--- src/rtl/uart_pkg.sv ---
`default_nettype none
// ============================================================================
// Module      : uart_pkg
// Description : Shared UART definitions: FSM state encoding and bit-timing
//               derivation, so receiver and transmitter agree on timing.
// Revision    : 1.0 - initial release
// ============================================================================
package uart_pkg;

  localparam int UART_STATE_W = 3;

  typedef enum logic [UART_STATE_W-1:0] {
    ST_IDLE    = 3'd0,
    ST_START   = 3'd1,
    ST_DATA    = 3'd2,
    ST_STOP    = 3'd3,
    ST_RECOVER = 3'd4
  } uart_state_e;

  // Clock cycles per serial bit (integer division).
  function automatic int uart_cpb(input int clk_hz, input int bit_rate);
    return clk_hz / bit_rate;
  endfunction

  // Offset from the start-bit edge to its mid-point.
  function automatic int uart_half(input int clk_hz, input int bit_rate);
    return uart_cpb(clk_hz, bit_rate) / 2;
  endfunction

endpackage : uart_pkg
`default_nettype wire

--- src/rtl/sync_2ff.sv ---
`default_nettype none
// ============================================================================
// Module      : sync_2ff
// Description : Two-flop synchronizer for asynchronous level inputs, with a
//               configurable reset value (idle level of the input).
// Revision    : 1.0 - initial release
// ============================================================================
module sync_2ff #(
  parameter int               WIDTH     = 1,
  parameter logic [WIDTH-1:0] RESET_VAL = '1
) (
  input  logic             clk,
  input  logic             rst_n,
  input  logic [WIDTH-1:0] d_i,
  output logic [WIDTH-1:0] q_o
);

  logic [WIDTH-1:0] meta_q;
  logic [WIDTH-1:0] sync_q;

  // Two-stage capture; the first stage may go metastable, the second settles.
  always_ff @(posedge clk) begin
    if (!rst_n) begin
      meta_q <= RESET_VAL;
      sync_q <= RESET_VAL;
    end else begin
      meta_q <= d_i;
      sync_q <= meta_q;
    end
  end

  assign q_o = sync_q;

endmodule : sync_2ff
`default_nettype wire

--- src/rtl/uart_rx.sv ---
`default_nettype none
// ============================================================================
// Module      : uart_rx
// Description : UART receiver, 8N1-style framing with configurable payload
//               width. Mid-bit sampling, framing-error and break reporting.
// Revision    : 1.0 - initial release
// ============================================================================
module uart_rx
  import uart_pkg::*;
#(
  parameter int CLK_HZ       = 25000000,
  parameter int BIT_RATE     = 9600,
  parameter int PAYLOAD_BITS = 8
) (
  input  logic                    clk,
  input  logic                    rst_n,
  input  logic                    uart_rxd,
  input  logic                    uart_rx_en,
  output logic [PAYLOAD_BITS-1:0] uart_rx_data,
  output logic                    uart_rx_valid,
  output logic                    uart_rx_ferr,
  output logic                    uart_rx_break
);

  localparam int CPB   = uart_cpb(CLK_HZ, BIT_RATE);
  localparam int HALF  = uart_half(CLK_HZ, BIT_RATE);
  localparam int CNT_W = (CPB > 1) ? $clog2(CPB) : 1;
  localparam int IDX_W = $clog2(PAYLOAD_BITS + 1);

  localparam logic [CNT_W-1:0] CNT_HALF_M1 = CNT_W'(HALF - 1);
  localparam logic [CNT_W-1:0] CNT_LAST    = CNT_W'(CPB - 1);
  localparam logic [IDX_W-1:0] IDX_LAST    = IDX_W'(PAYLOAD_BITS - 1);

  logic rxs;

  uart_state_e             state_q, state_d;
  logic [CNT_W-1:0]        cnt_q,   cnt_d;
  logic [IDX_W-1:0]        idx_q,   idx_d;
  logic [PAYLOAD_BITS-1:0] shift_q, shift_d;
  logic [PAYLOAD_BITS-1:0] data_q,  data_d;
  logic                    valid_q, valid_d;
  logic                    ferr_q,  ferr_d;
  logic                    break_q, break_d;

  sync_2ff #(
    .WIDTH     (1),
    .RESET_VAL (1'b1)
  ) u_sync_rxd (
    .clk   (clk),
    .rst_n (rst_n),
    .d_i   (uart_rxd),
    .q_o   (rxs)
  );

  // State register and all datapath/output registers.
  always_ff @(posedge clk) begin
    if (!rst_n) begin
      state_q <= ST_IDLE;
      cnt_q   <= '0;
      idx_q   <= '0;
      shift_q <= '0;
      data_q  <= '0;
      valid_q <= 1'b0;
      ferr_q  <= 1'b0;
      break_q <= 1'b0;
    end else begin
      state_q <= state_d;
      cnt_q   <= cnt_d;
      idx_q   <= idx_d;
      shift_q <= shift_d;
      data_q  <= data_d;
      valid_q <= valid_d;
      ferr_q  <= ferr_d;
      break_q <= break_d;
    end
  end

  // Next-state logic: bit timing, data shifting and strobe generation.
  always_comb begin
    state_d = state_q;
    cnt_d   = cnt_q;
    idx_d   = idx_q;
    shift_d = shift_q;
    data_d  = data_q;
    valid_d = 1'b0;
    ferr_d  = 1'b0;
    break_d = 1'b0;

    case (state_q)
      ST_IDLE: begin
        cnt_d = '0;
        idx_d = '0;
        if (!rxs && uart_rx_en) begin
          state_d = ST_START;
        end
      end

      ST_START: begin
        if (cnt_q == CNT_HALF_M1) begin
          cnt_d   = '0;
          // A line that is high again at mid-start was only a glitch.
          state_d = rxs ? ST_IDLE : ST_DATA;
        end else begin
          cnt_d = cnt_q + CNT_W'(1);
        end
      end

      ST_DATA: begin
        if (cnt_q == CNT_LAST) begin
          cnt_d   = '0;
          // LSB arrives first, so shift right and insert at the MSB.
          shift_d = shift_q >> 1;
          shift_d[PAYLOAD_BITS-1] = rxs;
          idx_d   = idx_q + IDX_W'(1);
          if (idx_q == IDX_LAST) begin
            state_d = ST_STOP;
          end
        end else begin
          cnt_d = cnt_q + CNT_W'(1);
        end
      end

      ST_STOP: begin
        if (cnt_q == CNT_LAST) begin
          cnt_d = '0;
          if (rxs) begin
            data_d  = shift_q;
            valid_d = 1'b1;
            state_d = ST_IDLE;
          end else begin
            ferr_d  = 1'b1;
            break_d = (shift_q == '0);
            state_d = ST_RECOVER;
          end
        end else begin
          cnt_d = cnt_q + CNT_W'(1);
        end
      end

      ST_RECOVER: begin
        // Hold off until the line returns high so a long break yields one report.
        cnt_d = '0;
        idx_d = '0;
        if (rxs) begin
          state_d = ST_IDLE;
        end
      end

      default: begin
        state_d = ST_IDLE;
      end
    endcase
  end

  assign uart_rx_data  = data_q;
  assign uart_rx_valid = valid_q;
  assign uart_rx_ferr  = ferr_q;
  assign uart_rx_break = break_q;

endmodule : uart_rx
`default_nettype wire

--- config.mk ---
export PLATFORM = sky130hd
export DESIGN_NAME = uart_rx
export DESIGN_NICKNAME = d
export VERILOG_FILES = /design/src/rtl/uart_pkg.sv /design/src/rtl/sync_2ff.sv /design/src/rtl/uart_rx.sv
export SDC_FILE = /design/constraint.sdc
export NUM_CORES = 1
export LEC_CHECK = 0
export CAP_MARGIN = 20
export CORE_MARGIN = 8
export CORE_UTILIZATION = 40
export CTS_CLUSTER_SIZE = 12
export DETAILED_ROUTE_END_ITERATION = 8
export DONT_BUFFER_PORTS = 1
export PLACE_DENSITY = 0.62
export SYNTH_ARGS = -nofsm -noshare
export SYNTH_HDL_FRONTEND = slang
export SYNTH_SLANG_ARGS = --single-unit
--- constraint.sdc ---
create_clock -name clk -period 1.8 [get_ports clk]
set_clock_uncertainty 0.2 [all_clocks]
set_input_delay 0.18 -clock clk [delete_from_list [all_inputs] [get_ports clk]]
set_output_delay 0.18 -clock clk [all_outputs]
set_load 0.05 [all_outputs]
==> parameters.txt <==
Parameter                              Value

Yosys
  Number of synthesized register bits    40
  Synth Flop Type    dfxtp_1
  Number of instances in the synthesized netlist    197
  Sequential element share of the synthesized area    43.18%
  Number of warnings printed during yosys synthesis    0
  Fraction of registers with async set or reset after synthesis    0%
  Number of synthesized flops with an enable pin    0
  Post-synthesis cell area    1854 um2
  Count of distinct cell types in the synthesized netlist    42
  Average footprint of a synthesized cell    9.413 um2
  Number of nets in the synthesized netlist    204

Detailed routing
  Via density    5.443
  Antenna viol nets, final    0
  Detailed-router iteration count before antenna repair    4
  Average detailed-routed wire length per instance    15.69 um
  Total DRC errors in the routed layout    0
  Starting DRT DRC Count    54
  Total Wirelength    4645 um
  Count of vias placed by the detailed router    1611

Placement
  GP Congestion    0.8309
  Post-placement cell count    265
  Post-detail-place hpwl    2972 um
  # port buffers    0

Timing
  Unrepaired setup endpoints after global routing    true
  Measured slew at the worst slew-check pin    582.6 ps
  Endpoints failing setup    2
  Worst hold margin    23.73 ps
  Worst relative slew slack    61.06%
  Final Critical Period    1811 ps
  Slew Limit Fails    0
  Final count of hold timing violations    0
  Final worst-path setup slack    -11.22 ps
  Tcrit/Tclk final    100.6%
  FMAX    0.5521 GHz

Clocking
  Clock Latency Late Sink    290 ps
  H-tree Lvls    2
  Number of buffers added by the clock tree synthesis step    5
  Clock-pin transition on the worst setup and hold timing paths    90 ps
  Clock sinks    40
  TritonCTS clock tree    yes
  Buffer cell driving the clock tree root    clkbuf_8
  Bufs on Longest Clock Path    2

Layout
  Core Util, Final    56.77%
  Highest-count cells in the layout ignoring fill and taps    33 x dfxtp_1, 28 x buf_4, 22 x nand2_1
  Area added between synthesis and finish    35.16%
  Leading cell type in the layout, fill and taps excluded    dfxtp_1
  Final layout net count    250
  Post-route non-filler standard cell count    296
  Count of inserted antenna diode cells    0
  Share of final-layout standard cells stronger than drive strength 1    24.59%

Run status
  Failing checks    setup timing
  Outcome    finished, violations left

Worst setup path
  Arrival time at the worst endpoint    1850 ps
  Worst R2R Start    cnt_q[0]
  Cell count of the worst reg-to-reg path    6
  Endpoint kind of the worst setup timing path    flip-flop
  Critical path peak fanout    4
  Type of the worst setup path    reg2reg
  R2R Path End    idx_q[2]
  Worst EP required    1840 ps
  Type of element launching the critical path    flip-flop
  Worst reg2reg setup slack    -10 ps

Floorplanning
  IO Count    15
  Initial Util    42.01%
  Floorplan row count    24
  Height of the die    84.09 um
  Core ar.    4414 um2
  Die outline width    84.09 um
  Die footprint    7070 um2

Hold path
  Launch instance of the worst min-delay path    rst_n
  Hold Crit Depth    3
  Path category of the worst min-delay check    in2reg
  End of the worst hold path    idx_q[3]

GRT
  Wire length of the first global-routing pass    7624 um
  Total track usage    12.96%
  Total grt overflow    0
  Number of global-route vias before repair    1622
  Largest net degree at the start of global routing    23
  Number of antenna violations at the first check in global routing    0

Power and ir drop
  Static leakage    0.9074 nW
  Power density over the cells    747.3 nW/um2
  Peak supply drop    518.6 uV

Flow run
  Maxcap violations    0
critical path, cell delays in order (launching register included):
cell	delay [ps]
dfxtp_4	380
ha_4	120
and4bb_2	260
buf_4	130
nand4_4	80
or4_4	500
nand2_1	90
state kept, by name, indices dropped and copies added (netlist names), 3 cells and up:
name,flops
cnt_q,12
idx_q,4
shift_q,8
state_q,3
uart_rx_data,8
cell type report:
cell class,count,area (um2)
timing repair buffer,49,432.9
tap,52,65.06
multi-input combinational,144,1066
clock buffer,5,68.82
clock inverter,3,47.55
inverter,3,11.26
sequential,40,814.5
fill,361,1908
cells in the mapped netlist, types with 5 or more instances:
cell	n	area, um2
nor2_1	16	60.06
nand3_1	6	30.03
nand2_1	22	82.58
mux2i_1	18	180.2
nor2b_1	10	62.56
xnor2_1	6	52.55
nand4_1	5	31.28
clkbuf_1	5	18.77
dfxtp_1	40	800.8
stage by stage:
step | power [mW] | TNS, ps | instance area [um2] | worst slack [ps]
finish | 1.873 | -21.15 | 2506 | -11.22
global route | 1.951 | -343.8 | 2506 | -45.80
CTS | 1.898 | -16.27 | 2459 | -11.04
detailed placement | 1.119 | -315.4 | 2101 | -71.79
global placement | 1.111 | -40.13 | 2101 | -40.13
floorplan | 1.062 | 0 | 1878 | 34.81
worst max path at each step:
stage	end	start	slack [ps]	cells after the start
CTS	idx_q[2]	cnt_q[1]	-10	6
global route	uart_rx_break	cnt_q[0]	-50	7
floorplan	uart_rx_data[0]	cnt_q[0]	30	6
finish	idx_q[2]	cnt_q[0]	-10	6
global placement	uart_rx_break	cnt_q[0]	-40	7
detailed placement	uart_rx_data[6]	cnt_q[0]	-70	6
routing by layer:
layer | track usage [%] | routed length (um) | vias up
li1 | - | - | 797
met1 | 14.58 | 2062 | 786
met2 | 22.28 | 2338 | 24
met3 | 4.004 | 205 | 4
met4 | 4.553 | 38 | 0
met5 | 0 | 0 | -
power breakdown:
part / leakage, nW / total [mW] / switching (mW) / internal (mW)
Sequential: 0.327 / 0.925 / 0.0231 / 0.902
Combinational: 0.522 / 0.202 / 0.101 / 0.101
Clock: 0.0583 / 0.746 / 0.328 / 0.418
cell families (layout without fill, tap and decap cells):
| group | Yosys count | count (layout) | share of synthesized area, % |
|---|---|---|---|
| muxes | 18 | 18 | 9.716 |
| and+or+nand+nor | 95 | 95 | 30.43 |
| DFF | 40 | 40 | 43.18 |
| buffers and inverters | 13 | 60 | 3.104 |
| AOI/OAI and AO/OA | 18 | 18 | 6.815 |
| xor gates and xnor gates | 10 | 10 | 4.723 |
| adders and majority gates | 3 | 3 | 2.025 |
repair_timing:
action | 4_1_cts | 5_1_grt
pin swaps | 2 | 1
hold endpoints to repair | 25 | 0
buffers inserted | 1 | 2
hold buffers | 20 | 0
resized for setup | 8 | 11
endpoints found under the setup margin | 10 | 29
Note: power is estimated with default switching activity, not from simulation.
